$ cat src/rtl/direction_ctrl.sv
// Snake direction controller: debounced buttons, move-tick pacing, optional pause.
// Optional pause feature compiled in with `define DIRECTION_PAUSE_EN.
module direction_ctrl #(
  parameter int DEBOUNCE_CYCLES = 250000,
  parameter int TICK_CYCLES     = 12500000
) (
  input  logic       clk,
  input  logic       rst,
  input  logic       btn_left,
  input  logic       btn_top,
  input  logic       btn_right,
  input  logic       btn_down,
  input  logic       btn_pause,
  input  logic       calc_done,
  output logic [1:0] direction,
  output logic       move_tick,
  output logic       paused
);

  localparam int TW = (TICK_CYCLES > 1) ? $clog2(TICK_CYCLES) : 1;
  localparam int DW = $clog2(DEBOUNCE_CYCLES + 1);

  localparam logic [TW-1:0] TMAX = TW'(TICK_CYCLES - 1);
  localparam logic [DW-1:0] DMAX = DW'(DEBOUNCE_CYCLES - 1);

  localparam logic [1:0] DIR_LEFT  = 2'd0;
  localparam logic [1:0] DIR_TOP   = 2'd1;
  localparam logic [1:0] DIR_RIGHT = 2'd2;
  localparam logic [1:0] DIR_DOWN  = 2'd3;

  typedef enum logic {
    S_RUN,
    S_WAIT
  } state_t;

`ifdef DIRECTION_PAUSE_EN
  localparam int NB = 5;
  logic [NB-1:0] raw;
  assign raw = {btn_pause, btn_down, btn_right, btn_top, btn_left};
`else
  localparam int NB = 4;
  logic [NB-1:0] raw;
  logic          unused_pause;
  assign raw          = {btn_down, btn_right, btn_top, btn_left};
  assign unused_pause = btn_pause;
`endif

  logic [NB-1:0] s1_q;
  logic [NB-1:0] s2_q;
  logic [NB-1:0] deb_q;
  logic [NB-1:0] dly_q;
  logic [DW-1:0] cnt_q [NB];
  logic [NB-1:0] press;

  // Counter runs only while the synced level differs from the accepted one.
  always_ff @(posedge clk or posedge rst) begin
    if (rst) begin
      s1_q  <= '0;
      s2_q  <= '0;
      deb_q <= '0;
      dly_q <= '0;
      for (int i = 0; i < NB; i++) begin
        cnt_q[i] <= '0;
      end
    end else begin
      s1_q  <= raw;
      s2_q  <= s1_q;
      dly_q <= deb_q;
      for (int i = 0; i < NB; i++) begin
        if (s2_q[i] == deb_q[i]) begin
          cnt_q[i] <= '0;
        end else if (cnt_q[i] == DMAX) begin
          deb_q[i] <= s2_q[i];
          cnt_q[i] <= '0;
        end else begin
          cnt_q[i] <= cnt_q[i] + DW'(1);
        end
      end
    end
  end

  assign press = deb_q & ~dly_q;

  logic       sel_vld;
  logic [1:0] sel_dir;

  always_comb begin
    sel_vld = 1'b1;
    sel_dir = DIR_LEFT;
    if (press[0]) begin
      sel_dir = DIR_LEFT;
    end else if (press[1]) begin
      sel_dir = DIR_TOP;
    end else if (press[2]) begin
      sel_dir = DIR_RIGHT;
    end else if (press[3]) begin
      sel_dir = DIR_DOWN;
    end else begin
      sel_vld = 1'b0;
    end
  end

  logic [1:0] dir_q;
  logic [1:0] dir_d;
  logic [1:0] req_dir_q;
  logic [1:0] req_dir_d;

  // Opposite directions differ only in bit 1.
  always_comb begin
    req_dir_d = req_dir_q;
    if (sel_vld && (sel_dir != (dir_q ^ 2'd2))) begin
      req_dir_d = sel_dir;
    end
  end

  logic pause_hold;

`ifdef DIRECTION_PAUSE_EN
  logic paused_q;
  logic paused_d;

  always_comb begin
    paused_d = paused_q;
    if (press[4]) begin
      paused_d = ~paused_q;
    end
  end

  always_ff @(posedge clk or posedge rst) begin
    if (rst) begin
      paused_q <= 1'b0;
    end else begin
      paused_q <= paused_d;
    end
  end

  assign pause_hold = paused_q;
  assign paused     = paused_q;
`else
  assign pause_hold = 1'b0;
  assign paused     = 1'b0;
`endif

  state_t        state_q;
  state_t        state_d;
  logic [TW-1:0] tcnt_q;
  logic [TW-1:0] tcnt_d;
  logic          tick_q;
  logic          tick_d;
  logic          sat;

  assign sat = (tcnt_q == TMAX);

  // A saturated WAIT fires straight away on calc_done.
  always_comb begin
    state_d = state_q;
    tcnt_d  = tcnt_q;
    tick_d  = 1'b0;
    dir_d   = dir_q;
    if (!pause_hold) begin
      unique case (state_q)
        S_RUN: begin
          if (sat) begin
            tick_d  = 1'b1;
            dir_d   = req_dir_q;
            tcnt_d  = '0;
            state_d = S_WAIT;
          end else begin
            tcnt_d = tcnt_q + TW'(1);
          end
        end
        S_WAIT: begin
          if (calc_done && sat) begin
            tick_d  = 1'b1;
            dir_d   = req_dir_q;
            tcnt_d  = '0;
          end else begin
            if (!sat) begin
              tcnt_d = tcnt_q + TW'(1);
            end
            if (calc_done) begin
              state_d = S_RUN;
            end
          end
        end
        default: begin
          state_d = S_RUN;
        end
      endcase
    end
  end

  always_ff @(posedge clk or posedge rst) begin
    if (rst) begin
      state_q   <= S_RUN;
      tcnt_q    <= '0;
      tick_q    <= 1'b0;
      dir_q     <= DIR_RIGHT;
      req_dir_q <= DIR_RIGHT;
    end else begin
      state_q   <= state_d;
      tcnt_q    <= tcnt_d;
      tick_q    <= tick_d;
      dir_q     <= dir_d;
      req_dir_q <= req_dir_d;
    end
  end

  assign direction = dir_q;
  assign move_tick = tick_q;

endmodule

$ cat config.mk
export PLATFORM = sky130hd
export DESIGN_NAME = direction_ctrl
export DESIGN_NICKNAME = d
export VERILOG_FILES = /design/src/rtl/direction_ctrl.sv
export SDC_FILE = /design/constraint.sdc
export NUM_CORES = 1
export LEC_CHECK = 0
export CORE_AREA = 5 5 108 110
export DETAILED_ROUTE_END_ITERATION = 10
export DIE_AREA = 0 0 113 115
export PLACE_DENSITY_LB_ADDON = 0.08
export SYNTH_ARGS = -nofsm -noshare
export SYNTH_HDL_FRONTEND = slang
export SYNTH_SLANG_ARGS = --single-unit
export TNS_END_PERCENT = 100
$ cat constraint.sdc
create_clock -name clk -period 4 [get_ports clk]
set_input_delay 1.2 -clock clk [delete_from_list [all_inputs] [get_ports clk]]
set_output_delay 1.2 -clock clk [all_outputs]
set_load 0.05 [all_outputs]
==> metrics.txt, run 1 <==
Area growth, synth to finish 16.23%; Slew Limit Headroom 54.68%; Inserted Diodes 0; largest cells by area after synthesis dfrtp_1 (53%), xnor2_1 (6.9%), nor2_1 (6.7%), xor2_1 (6.1%), nand3_1 (4.0%); placed inst area 5704 um2; Slew @ Worst Pin 673.5 ps; Post-Syn Area per Cell 10.31 um2; Post-route DRC 0; clock input transition at the sequential cells of the worst setup and hold paths 60 ps; antenna violations before repair 0; CP required 2800 ps; async set-reset flop share out of synthesis 100.0%; clk_skew 6.236 ps; CTS tree built; placed insts 670; Final Max Tran Viols 0; Final Cycle Share 78.58%; post-CTS sizing 0; Distinct cells, synth 51; Clk Latency, worst-skew pair 520 ps; Mapped Cells 529; Max-cap violations 0; RSZ-0062 raised after global routing no; VDD IR max 0.2432 mV; Critical Path Fanout Max 7; Die Ht 115 um; Setup WS post-layout 857.0 ps; DR pass1 iterations 4; Post-CTS Setup Bufs 0; top-area cell type share of the netlist area 53.25%; mapped cell area 5451 um2; largest net degree at the start of global routing 53; final hold violations 0; fmax 0.3182 GHz; power per cell area 454.4 nW/um2; hpwl dp 6.366 mm; Vias 3718; PortBufs 9; post-DR wirelength/cell 13.50 um; top-count cell post-synth dfrtp_1; Post-Place Setup Slack 1388 ps; vias in the first global route 3749; Syn Nets 542; maximum buffer depth of the clock tree 2; first-pass GRT wire length 17.11 mm; final setup vio count 0; total negative slack 0 ps; Nets 562; cts bufs inserted 17; total of flip-flops plus latches after synthesis 118; overall power 2.879 mW; leading area contributor after synthesis dfrtp_1; Largest stage delay, worst path 820 ps; Die X 113 um; core area 10600 um2; CP max stage cell clkdlybuf4s50_1; CP cell instances clkdlybuf4s50_1; CP delay by family, top buffers and inverters; Finished Layout Cells 702; drt via density 5.296; yosys warns 0; final instance area 6336 um2; post-layout minimum cycle time 3143 ps; Initial Util 51.42%; Hold Crit Class flip-flop to flip-flop; sequential-to-total area share from yosys stat 54.21%; global route total overflow 0; Clock Tree Root clkbuf_8; Row Count 38; GRT Total Usage 16.33%; CP Capture Type output pin; I/O Pins 12; Setup crit start kind flip-flop; Finished Core Util 59.76%; kind of critical path flip-flop to output pin; total wire length 9.476 mm; Post-synth EDFFs 0; First DRT Iteration DRCs 216; top_reg_cell synth dfrtp_1; critical path arrival 1940 ps; die area 13000 um2; routability cong. 0.8320; CTS sink cnt 118; layout cells sized above 1 9.075%; hold_buf cts 0; hold_ws 346.7 ps; H-tree Lvls 4; antenna viol nets, final 0; status finished, final reports clean; Pleak 2.734 nW; Buf+Inv Stages, Crit Path 1; top cells by count, synth dfrtp_1 (116), nor2_1 (98), nand3_1 (44), xnor2_1 (43), nand2_1 (42)
==> registers in the layout, summed over array words and instances, names as in the netlist <==
signal     count
cnt_q         72
deb_q          4
direction      2
dly_q          4
move_tick      1
req_dir_q      2
s1_q           4
s2_q           4
state_q        1
tcnt_q        24
==> metal layers <==
metal	GRT usage (%)	wire length (um)
met5	0	0
met4	8.413	205
met3	4.579	286
met2	25.79	4538
met1	20.68	4447
==> kinds of logic after synthesis <==
kind of cell    count (synthesis)  share of synthesized area [%]
compound gates                 21                          2.524
xor+xnor                       81                          13.01
fa+ha+maj                       5                          1.148
buf+inv                        24                          1.997
flops                         118                          54.21
mux                             7                          1.561
other cells                     1                        0.06879
simple gates                  272                          25.48
==> path summary, 6_finish.rpt <==
| check | from | to | slack [ps] | cells past startpoint |
|---|---|---|---|---|
| hold reg to reg | s1_q[1] | s2_q[1] | 350 | 0 |
| setup reg to reg | cnt_q[10] | cnt_q[17] | 1960 | 5 |
| min in group asynchronous | rst | s1_q[1] | 1130 | 2 |
| hold / removal | s1_q[1] | s2_q[1] | 350 | 0 |
| setup / recovery | direction[1] | direction[1] | 860 | 1 |
| max in group asynchronous | rst | direction[1] | 2160 | 3 |
==> cell usage in the layout, fill, tap and decap left out, types with 12 or more instances in the layout <==
master,n
nand2_1,42
inv_1,13
clkbuf_16,16
and3_1,12
nor2_1,98
nand3_1,44
dfrtp_1,116
nand4_1,17
xnor2_1,43
xor2_1,38
==> report_power, final <==
group          switching, mW  internal (mW)  leakage [nW]  total, mW
Combinational         0.0457         0.0206         0.875     0.0663
Sequential            0.0108           1.21          1.54       1.22
Clock                  0.504           1.09         0.318       1.59
==> final cells by class <==
type	instances	area (um2)
clock buffers	23	486.7
flip-flops and latches	118	2955
clock inverters	9	145.1
inverters	14	56.30
well taps	140	175.2
fillers	871	4267
repair buffers	11	130.1
multi-input cells	387	2387
(Power assumes the default switching activity.)
==> run 2: changes to the inputs <==
Clock period 4 ns to 3 ns, I/O delays scaled along.
==> run 2 against run 1 <==
Compared with the run above: critical endpoint unchanged; first-iteration DRC count grew 10%; final cell count is the same; clock power grew 18%; register-to-register slack lost 930 ps; clock skew grew 2.6 ps; combinational power grew 35%; sequential share of layout area grew 0.53 points; setup slack lost 720 ps; largest cell class unchanged.
==> metrics.txt, run 2 (synthesis gave the netlist of run 1 again) <==
Clock Power Share 52.3% (-3.0 points); hpwl dp 6.249 mm (-1.8%); Post-CTS Setup Bufs 0 (unchanged); I/O Pins 12 (unchanged); flop2flop setup slack 1030 ps (-930 ps); hold_ws 348.5 ps (+1.731 ps); largest net degree at the start of global routing 45 (-15%); Row Count 38 (unchanged); Fill cells 898 (+3.1%); drt via density 5.179 (-2.2%); Power Internal 2.845 mW (+23%); CP delay by family, top buffers and inverters; layout cells sized above 1 9.075% (unchanged); Pleak 2.701 nW (-1.2%); Final Max Tran Viols 0 (unchanged); Largest register FFs 72 (unchanged); net switching power of the design 0.7545 mW (+35%); total wire length 9.271 mm (-2.2%); Die Ht 115 um (unchanged); core area 10600 um2 (unchanged); Comb pwr share 2.5% (+0.2 points); final hold violations 0 (unchanged); post-CTS sizing 0 (unchanged); Hold Crit Class flip-flop to flip-flop; cts bufs inserted 17 (unchanged); CTS tree built; Buf+Inv Stages, Crit Path 1 (unchanged); kind of critical path flip-flop to output pin; Seq pwr share 45.2% (+2.8 points); Largest Register cnt_q; Die X 113 um (unchanged); VDD IR max 0.4198 mV (+73%); global route total overflow 0 (unchanged); Setup crit start kind flip-flop; First DRT Iteration DRCs 238 (+10%); Clk Latency, worst-skew pair 530 ps (about the same); FF-to-FF Start tcnt_q[14]; Critical Path Sink direction[1]; Slew Limit Headroom 53.31% (-1.4 points); most frequent cells in the layout dfrtp_1 (116), nor2_1 (98), nand3_1 (44), xnor2_1 (43), nand2_1 (42); critical path arrival 1960 ps (+20 ps); PortBufs 9 (unchanged); Largest regs cnt_q x72, tcnt_q x24; Sw Share 20.96% (+1.5 points); post-layout minimum cycle time 2860 ps; critical path depth in cells 1 (unchanged); RSZ-0062 raised after global routing no; Final Cycle Share 95.34%; Post-route DRC 0 (unchanged); Vias 3636 (-2.2%); CP required 2100 ps (-700 ps); R2R Path End tcnt_q[3]; CP Launch Point direction[1]; routability cong. 0.7750 (-6.9%); total negative slack 0 ps (unchanged); commonest non-fill, non-tap cell in the layout dfrtp_1; CP Capture Type output pin; clk_skew 8.868 ps (+2.632 ps); antenna violations before repair 0 (unchanged); placed inst area 5712 um2 (+0.13%); hold_buf cts 0 (unchanged); first-pass GRT wire length 16.78 mm (-1.9%); maximum buffer depth of the clock tree 2 (unchanged); antenna viol nets, final 0 (unchanged); fmax 0.3496 GHz; CTS sink cnt 118 (unchanged); Max-cap violations 0 (unchanged); DR pass1 iterations 4 (unchanged); power per cell area 574.6 nW/um2 (+26%); Worst Reg-to-Reg Cells 5 (unchanged); clock input transition at the sequential cells of the worst setup and hold paths 50 ps (about the same); Slew @ Worst Pin 693.9 ps (+20.33 ps); Inserted Diodes 0 (unchanged); Largest stage delay, worst path 830 ps (about the same); Area growth, synth to finish 14.92%; Clock Tree Root clkbuf_8; vias in the first global route 3633 (-3.1%); Finished Core Util 59.09% (-0.67 points); H-tree Lvls 4 (unchanged); die area 13000 um2 (unchanged); post-DR wirelength/cell 13.21 um (-2.2%); CP cell instances clkdlybuf4s50_1; Nets 563 (+0.18%); status finished, final reports clean; final instance area 6265 um2 (-1.1%); GRT Total Usage 16.13% (-0.20 points); Initial Util 51.42% (unchanged); final setup vio count 0 (unchanged); Critical Path Fanout Max 7 (unchanged); CP max stage cell clkdlybuf4s50_1
==> run 2: changes by cell type in the layout (fill, tap and decap cells not counted) <==
cell        change
clkinvlp_4      +1
clkinv_2        +3
clkbuf_8        -3
bufinv_16       -2
buf_4           +1
==> run 2: power by group through the flow <==
stage / Sequential, mW / Combinational (mW) / Clock [mW]
3_3_place_gp: 1.65 / 0.0928 / 0
3_5_place_dp: 1.65 / 0.0936 / 0
4_1_cts: 1.63 / 0.0940 / 1.93
6_report: 1.63 / 0.0894 / 1.88
5_1_grt: 1.63 / 0.105 / 2.02
2_1_floorplan: 1.65 / 0.0670 / 0
==> run 2: area by class of cell <==
class / instances / area, um2 / share of cell area [%]
multi-input combinational: 387 / 2387 / 38.11
sequential: 118 / 2955 / 47.17
clock buffer: 20 / 445.4 / 7.110
clock inverter: 11 / 107.6 / 1.718
tap: 140 / 175.2 / 2.796
inverter: 14 / 56.30 / 0.8987
timing repair buffer: 12 / 137.6 / 2.197
==> run 2: metal layers <==
layer | part of all wire [%] | track usage [%]
met1 | 50 | 21.01
met2 | 46 | 24.45
met3 | 3.4 | 5.895
met4 | 1.5 | 6.971
met5 | 0 | 0
==> run 2: worst min path at each step <==
| stage | startpoint | end | slack (ps) | cells past startpoint |
|---|---|---|---|---|
| floorplan | s1_q[0] | s2_q[0] | 330 | 0 |
| global placement | s1_q[3] | s2_q[3] | 340 | 0 |
| detailed placement | s1_q[3] | s2_q[3] | 340 | 0 |
| CTS | s1_q[3] | s2_q[3] | 350 | 0 |
| global route | s1_q[3] | s2_q[3] | 360 | 0 |
| finish | s1_q[3] | s2_q[3] | 350 | 0 |
==> run 2: stage by stage <==
stage,power [mW],std cells,setup slack [ps]
after global routing,3.750,702,80.81
after global placement,1.746,671,686.7
after CTS,3.651,702,112.7
after floorplan,1.718,529,660.3
final,3.600,702,139.9
after detailed placement,1.748,671,681.9
